## src/rtl/xdma_beat_tracker.sv

```systemverilog
// -----------------------------------------------------------------------------
// xdma_beat_tracker
//
// Transfer-tracking stage behind the XDMA request manager. Each granted beat
// passes through a single full-throughput output register. The block counts
// accepted and delivered beats, flags the final beat with oup_last_o, and
// pulses done_o for one cycle when the transfer has completed.
//
// Optional feature macro: XDMA_BEAT_TRACKER_STALL_CNT_EN
//   defined   -> stall_cnt_o counts RUN cycles in which downstream stalls a
//                valid beat. It saturates at all-ones and is cleared on an
//                accepted start.
//   undefined -> no counter is built and stall_cnt_o is tied to zero.
//
// Ports:
//   clk_i        clock
//   rst_ni       asynchronous active-low reset
//   start_i      one-cycle pulse that starts a transfer (honoured in IDLE only)
//   len_i        transfer length in beats, sampled together with start_i
//   inp_data_i   upstream beat payload
//   inp_valid_i  upstream valid
//   inp_ready_o  upstream ready
//   oup_data_o   registered beat payload
//   oup_valid_o  downstream valid
//   oup_ready_i  downstream ready
//   oup_last_o   final beat of the transfer
//   done_o       one-cycle completion pulse
//   busy_o       transfer in progress, including the done cycle
//   beat_cnt_o   beats handed downstream in the current transfer
//   stall_cnt_o  downstream stall cycles (zero unless the feature is built)
// -----------------------------------------------------------------------------
module xdma_beat_tracker #(
  parameter type         data_t    = logic,
  parameter int unsigned LEN_WIDTH = 32
) (
  input  logic                 clk_i,
  input  logic                 rst_ni,
  input  logic                 start_i,
  input  logic [LEN_WIDTH-1:0] len_i,
  input  data_t                inp_data_i,
  input  logic                 inp_valid_i,
  output logic                 inp_ready_o,
  output data_t                oup_data_o,
  output logic                 oup_valid_o,
  input  logic                 oup_ready_i,
  output logic                 oup_last_o,
  output logic                 done_o,
  output logic                 busy_o,
  output logic [LEN_WIDTH-1:0] beat_cnt_o,
  output logic [31:0]          stall_cnt_o
);

  typedef enum logic [1:0] {
    ST_IDLE = 2'd0,
    ST_RUN  = 2'd1,
    ST_DONE = 2'd2
  } state_e;

  state_e               state_r;
  state_e               state_d_s;
  logic [LEN_WIDTH-1:0] len_r;
  logic [LEN_WIDTH-1:0] acc_r;
  logic [LEN_WIDTH-1:0] beat_cnt_r;
  data_t                data_r;
  logic                 valid_r;

  logic                 start_acc_s;
  logic                 inp_hs_s;
  logic                 out_hs_s;
  logic                 last_s;
  logic                 inp_ready_s;

  // A start is only honoured from IDLE; later pulses leave the transfer alone.
  assign start_acc_s = start_i && (state_r == ST_IDLE);

  // Accept only while beats remain and the output slot is free or draining
  // this cycle, which keeps the single register at one beat per cycle.
  assign inp_ready_s = (state_r == ST_RUN) && (acc_r != len_r) &&
                       (!valid_r || oup_ready_i);
  assign inp_hs_s    = inp_valid_i && inp_ready_s;
  assign out_hs_s    = (state_r == ST_RUN) && valid_r && oup_ready_i;
  assign last_s      = valid_r && (beat_cnt_r == (len_r - LEN_WIDTH'(1)));

  assign inp_ready_o = inp_ready_s;
  assign oup_data_o  = data_r;
  assign oup_valid_o = valid_r;
  assign oup_last_o  = last_s;
  assign done_o      = (state_r == ST_DONE);
  assign busy_o      = (state_r != ST_IDLE);
  assign beat_cnt_o  = beat_cnt_r;

  // FSM state register.
  always_ff @(posedge clk_i or negedge rst_ni) begin
    if (!rst_ni) begin
      state_r <= ST_IDLE;
    end else begin
      state_r <= state_d_s;
    end
  end

  // FSM next-state logic; a zero-length transfer goes straight to DONE.
  always_comb begin
    state_d_s = state_r;
    case (state_r)
      ST_IDLE: begin
        if (start_i) begin
          if (len_i == {LEN_WIDTH{1'b0}}) begin
            state_d_s = ST_DONE;
          end else begin
            state_d_s = ST_RUN;
          end
        end else begin
          state_d_s = ST_IDLE;
        end
      end
      ST_RUN: begin
        if (out_hs_s && last_s) begin
          state_d_s = ST_DONE;
        end else begin
          state_d_s = ST_RUN;
        end
      end
      ST_DONE: begin
        state_d_s = ST_IDLE;
      end
      default: begin
        state_d_s = ST_IDLE;
      end
    endcase
  end

  // Length capture, beat counters and the output register.
  always_ff @(posedge clk_i or negedge rst_ni) begin
    if (!rst_ni) begin
      len_r      <= {LEN_WIDTH{1'b0}};
      acc_r      <= {LEN_WIDTH{1'b0}};
      beat_cnt_r <= {LEN_WIDTH{1'b0}};
      data_r     <= '0;
      valid_r    <= 1'b0;
    end else if (start_acc_s) begin
      len_r      <= len_i;
      acc_r      <= {LEN_WIDTH{1'b0}};
      beat_cnt_r <= {LEN_WIDTH{1'b0}};
      data_r     <= '0;
      valid_r    <= 1'b0;
    end else if (state_r == ST_RUN) begin
      // A load wins over an unload so a simultaneous pair keeps valid high.
      if (inp_hs_s) begin
        acc_r   <= acc_r + LEN_WIDTH'(1);
        data_r  <= inp_data_i;
        valid_r <= 1'b1;
      end else if (out_hs_s) begin
        valid_r <= 1'b0;
      end else begin
        valid_r <= valid_r;
      end
      if (out_hs_s) begin
        beat_cnt_r <= beat_cnt_r + LEN_WIDTH'(1);
      end else begin
        beat_cnt_r <= beat_cnt_r;
      end
    end else begin
      valid_r <= valid_r;
    end
  end

`ifdef XDMA_BEAT_TRACKER_STALL_CNT_EN
  logic [31:0] stall_r;

  // Saturating count of RUN cycles where a valid beat is held by downstream.
  always_ff @(posedge clk_i or negedge rst_ni) begin
    if (!rst_ni) begin
      stall_r <= 32'd0;
    end else if (start_acc_s) begin
      stall_r <= 32'd0;
    end else if ((state_r == ST_RUN) && valid_r && !oup_ready_i &&
                 (stall_r != 32'hFFFF_FFFF)) begin
      stall_r <= stall_r + 32'd1;
    end else begin
      stall_r <= stall_r;
    end
  end

  assign stall_cnt_o = stall_r;
`else
  assign stall_cnt_o = 32'd0;
`endif

endmodule

```

## config.mk

```make
export PLATFORM = sky130hd
export DESIGN_NAME = xdma_beat_tracker
export DESIGN_NICKNAME = d
export VERILOG_FILES = /design/src/rtl/xdma_beat_tracker.sv
export SDC_FILE = /design/constraint.sdc
export NUM_CORES = 1
export LEC_CHECK = 0
export CORE_ASPECT_RATIO = 0.5
export CORE_MARGIN = 10
export CORE_UTILIZATION = 48
export DETAILED_ROUTE_END_ITERATION = 6
export PLACE_DENSITY_LB_ADDON = 0.08
export SLEW_MARGIN = 0
export SYNTH_ARGS = -nofsm -noshare
export SYNTH_HDL_FRONTEND = slang
export SYNTH_SLANG_ARGS = --single-unit
```

## constraint.sdc

```tcl
create_clock -name clk_i -period 4 [get_ports clk_i]
set_input_delay 0.8 -clock clk_i [delete_from_list [all_inputs] [get_ports clk_i]]
set_output_delay 0.8 -clock clk_i [all_outputs]
set_load 0.05 [all_outputs]
```

# Word-level counts from Yosys, hierarchy flattened
# Cells that the tools add are included.
# op_classes
add_sub_neg,3
reduce_logical,20
n_eq_ne,4
mux,17
# op_table
cell,n
$mux W32,6
$add A32 B1 Y32 const B,2
$eq A32 B32 Y1,1
$logic_not A32 Y1,1
$ne A32 B32 Y1,1
$sub A32 B1 Y32 const B,1
$logic_and A1 B1 Y1,8
$reduce_bool A2 Y1,4
$mux W1,7
$mux W2,3
$reduce_and A2 Y1,3
$pmux W2 S2,1
$reduce_bool A3 Y1,1
$eq A2 B1 Y1 const B,1
$eq A2 B2 Y1 const B,1
$logic_not A2 Y1,1
$logic_not A1 Y1,1
$logic_or A1 B1 Y1,1
# totals
wordCells,50
register_bits,100
output_inout_bits,70
input_bits,38

# Depth between registers and ports, before layout
# depth
depth_word,7
ltp_mapped,10
mapped_depth_nobuf,9

# Worst setup path after synthesis
# OpenSTA, ideal clock, no wires.
# synth_path
path_type,register to output
startpoint,reg len_r[18]
endpoint,out oup_last_o
t_required_ns,3.200
stages_incl_launch_ff,9
setup_slack_ns,-0.885
t_arrival_ns,4.085
path_cell_list,dfrtp_1 -> buf_6 -> or4_1 -> buf_2 -> or4_1 -> a2111oi_0 -> o22ai_1 -> or3_1 -> nor4_1
# synth_via
elab_chain_cells,3
# synth_lines
item,line,source
"start, declared",61,logic [LEN_WIDTH-1:0] len_r;
"start signal, assigned",135,len_r <= {LEN_WIDTH{1'b0}};
"start signal, assigned",141,len_r <= len_i;
$sub A32 B1 Y32,82,assign last_s = valid_r && (beat_cnt_r == (len_r - LEN_WIDTH'(1)));
$eq A32 B32 Y1,82,
$logic_and A1 B1 Y1,82,
"end, declared",46,"output logic oup_last_o,"
# No other way between the ends.

# Final worst setup path
# layout_path
startpoint,reg len_r[20]
endpoint,out oup_last_o
# Same word-level chain as after synthesis.

==> impl_metrics.py <==
metrics = {
    "outcome": {
        "outcome": "completed",
    },
    "setup_path": {
        "crit_fanout": 4,
        "crit_path_start_kind": "flip-flop",
        "startpoint": "len_r[20]$_DFFE_PN0P_",
        "worstReg2RegEnd": "state_r[0]$_DFF_PN0_",
        "crit_reg_reg_startpoint": "len_r[20]$_DFFE_PN0P_",
        "critical_path_arrival_ns": 3.08,
        "crit_required_ns": 3.20,
        "worstSetupPathType": "flip-flop to output pin",
        "worstRegToRegCells": 7,
        "crit_path_end": "oup_last_o",
        "end_kind": "output pin",
        "worst-r2r-setup-slack_ns": 1.05,
    },
    "sta": {
        "finalCriticalPeriod_ns": 3.88,
        "timing.hold.ws_ns": 0.510,
        "slew_headroom": 0.471,
        "min_period_over_period": 0.971,
        "timing_hold_violations_final": 0,
        "setup-violations-final": 0,
        "unrepaired_setup_endpoints_after_global_routing": "false",
        "setup_ws_post_layout_ns": 0.116,
        "final.setup_skew_ns": 0.0126,
        "final.setup.tns_ns": 0,
        "timing_worst_slew_pin_value_ns": 0.793,
        "fmaxAchievable_ghz": 0.257,
        "final-max-slew-violation-count": 0,
    },
    "pwr": {
        "power_density_mw_per_mm2": 489,
        "peakVddDrop_mv": 0.229,
        "p_leak_uw": 0.00347,
    },
    "placement": {
        "dpl_cell_area_mm2": 0.00738,
        "placed_cells": 996,
        "place_hpwl_um": 14600,
        "finalWeightedCongestion": 0.925,
        "port-buffer-count": 75,
        "worst_setup_slack_before_clock_tree_synthesis_ns": 0.191,
    },
    "clock_network": {
        "cts_num_sinks": 100,
        "cts.clk_slew.worst_paths_ns": 0.08,
        "clock_insertion_delay_worst_skew_ns": 0.36,
        "cts_hold_repair.buffers": 0,
        "tritoncts": "built",
        "cts_max_path_buffers": 2,
        "cts_made_buffers": 9,
        "ctsHtreeMaxLevel": 3,
        "root_buffer": "clkbuf_16",
    },
    "grt": {
        "first_pass_grt_wire_length_um": 29900,
        "first_global_vias": 5332,
        "maximum_number_of_pins_on_one_net_before_global_route_repair": 90,
        "grt_antenna_before_repair": 0,
        "grt_usage": 0.200,
        "gr-total-overflow": 0,
    },
    "cells_and_area": {
        "layoutNonFillerInstCount": 1016,
        "diodes": 0,
        "layout.nets": 882,
        "final_cell_area_excluding_filler_cells_mm2": 0.00778,
        "area_growth_pct": 19.5,
        "post_route_cells_drive_above_1_share": 0.0863,
        "nFillCells": 1154,
    },
    "logic_synthesis": {
        "post_synth_inst_count": 777,
        "synth_edf_count": 0,
        "yosys.cell_types.count": 58,
        "synth_top_cells_by_area": "dfrtp_1 (38%), xor2_1 (8.2%), nand2_1 (8.1%), xnor2_1 (6.6%), nor2_1 (4.2%)",
        "synth-async-reset-ratio": 1.00,
        "yosysTopAreaCellShare": 0.384,
        "synth.avg_cell_area_um2": 8.38,
        "synth-seq-area-share": 0.384,
        "ys.warnings.count": 0,
        "syn_area_mm2": 0.00651,
        "ys_seq_elements": 100,
        "synth_top_area_cell": "dfrtp_1",
        "synth_ff_type": "dfrtp_1",
    },
    "drt": {
        "wl_met3_um": 1420,
        "finalWirelength_um": 19200,
        "antenna_violating_nets_post_route": 0,
        "avgViaCountPerCell": 5.71,
        "drt-wirelength-per-cell_um": 18.9,
        "dr_wl_met2_um": 7910,
        "detailedRoute.firstPassIterationCount": 4,
        "drt_iter0_markers": 454,
        "detail_route.wirelength.met1_um": 9750,
        "detailroute.via_count": 5805,
        "drc": 0,
        "highest-signal-layer": "met4",
    },
    "floorplanning": {
        "design.die.area_mm2": 0.0189,
        "start_util": 0.503,
        "design.core.area_mm2": 0.0130,
        "row_count": 29,
        "die_h_um": 102,
        "num_io_pins": 108,
        "die-width_um": 185,
    },
    "job": {
        "max_cap_check_violation_count": 0,
    },
    "worst_hold_path": {
        "timing.hold.worst.class": "flip-flop to flip-flop",
    },
}
-- cells in the mapped netlist (2+ instances only) --
| library cell | number |
|---|---|
| clkbuf_1 | 39 |
| nor3_1 | 18 |
| a211oi_1 | 2 |
| nor2_1 | 73 |
| o31ai_1 | 4 |
| nand2b_1 | 8 |
| xor2_1 | 61 |
| o21ai_0 | 16 |
| nor4b_1 | 3 |
| a31oi_1 | 6 |
| and3_1 | 15 |
| a311oi_1 | 2 |
| nand2_1 | 140 |
| nor4_1 | 33 |
| o211a_1 | 3 |
| a21oi_1 | 16 |
| a41o_1 | 4 |
| ha_1 | 3 |
| buf_4 | 32 |
| inv_1 | 13 |
| xnor2_1 | 49 |
| dfrtp_1 | 100 |
| nor2b_1 | 4 |
| and4_1 | 10 |
| o211ai_1 | 4 |
| or4_1 | 4 |
| a2111oi_0 | 7 |
| or3_1 | 11 |
| buf_1 | 5 |
| and2_1 | 5 |
| buf_2 | 3 |
| mux2i_1 | 8 |
| nand4_1 | 18 |
| a31o_2 | 7 |
| nand3_1 | 28 |
-- area by class of cell --
type / count / area, µm² / area share
well taps: 170 / 213 / 0.0273
clock buffers: 10 / 239 / 0.0307
inverters: 14 / 52.6 / 0.00675
multi-input cells: 614 / 3740 / 0.481
repair buffers: 102 / 971 / 0.125
clock inverters: 6 / 62.6 / 0.00804
flip-flops and latches: 100 / 2500 / 0.322
-- how the worst min path moves through the flow --
stage,slack (ns),cells after the start,endpoint,from
final,0.51,2,oup_data_o$_DFFE_PN0P_,oup_data_o$_DFFE_PN0P_
after global routing,0.58,1,acc_r[16]$_DFFE_PN0P_,rst_ni
after CTS,0.52,2,oup_data_o$_DFFE_PN0P_,oup_data_o$_DFFE_PN0P_
after detailed placement,0.50,2,oup_data_o$_DFFE_PN0P_,oup_data_o$_DFFE_PN0P_
after global placement,0.48,2,oup_data_o$_DFFE_PN0P_,oup_data_o$_DFFE_PN0P_
after floorplan,0.50,0,acc_r[0]$_DFFE_PN0P_,rst_ni
-- power by group --
part	internal (µW)	switching, µW
clock	459	437
combinational	587	850
sequential	1160	313
total	2210	1600
-- through the flow --
step                utilization  total power (µW)
detailed placement        0.570              2830
floorplan                     -              2390
CTS                       0.597              3770
global route              0.601              4020
finish                    0.601              3810
global placement          0.570              2830
-- per-layer routing --
metal,up-vias,global-route usage
met5,-,0
met4,0,0.0360
met3,13,0.0443
met2,208,0.281
met1,2836,0.306
li1,2748,-
-- cells in the final DEF (no fill, tap or decap), drive strengths merged, types with 2 or more instances in the layout --
master	n
dfrtp	100
nand2b	8
a21o	2
or4b	2
a21oi	16
a311oi	2
inv	18
ha	3
o31ai	4
nand2	140
nor4	33
nor3	18
buf	30
xnor2	49
and4	10
and2	5
or4	5
nor2b	4
nor2	73
or3	11
a31o	7
nor4b	3
nand4	18
clkbuf	10
o211a	3
mux2i	8
a31oi	6
o21ai	16
xor2	61
a211oi	2
a2111oi	9
clkdlybuf4s50	72
a41o	4
nand3	28
o211ai	4
clkinv	2
and3	15
conb	32
-- cells by family (layout without fill, tap and decap cells) --
group                      count (synthesis)  in the layout  synth area share
AOI/OAI and AO/OA                         84             84            0.0945
xor gates and xnor gates                 110            110             0.148
adders and majority gates                  3              3           0.00576
buffers and inverters                     94            132            0.0743
DFF                                      100            100             0.384
muxes                                      8              8            0.0123
other                                      1             32          0.000576
and+or+nand+nor                          377            377             0.280
-- sequential cells by signal, summed over array words and instances (netlist names) --
| register | count |
|---|---|
| oup_data_o | 1 |
| acc_r | 32 |
| oup_valid_o | 1 |
| len_r | 32 |
| beat_cnt_o | 32 |
| state_r | 2 |
-- timing repair --
action                                  CTS  global route
endpoints found under the setup margin    1             1
resized for setup                         5             7
setup buffers                             2             2
pin swaps                                 2             4
gates cloned                              0             0
-- critical path, cell delays in order, from the launching register on --
cell and delay (ns):
dfrtp_1 0.38, or4_4 0.56, or3_1 0.32, or3_1 0.33, or4_4 0.45, a21o_2 0.25, nor4_4 0.27, buf_12 0.18
No activity file was read; power rests on OpenSTA's default activity.
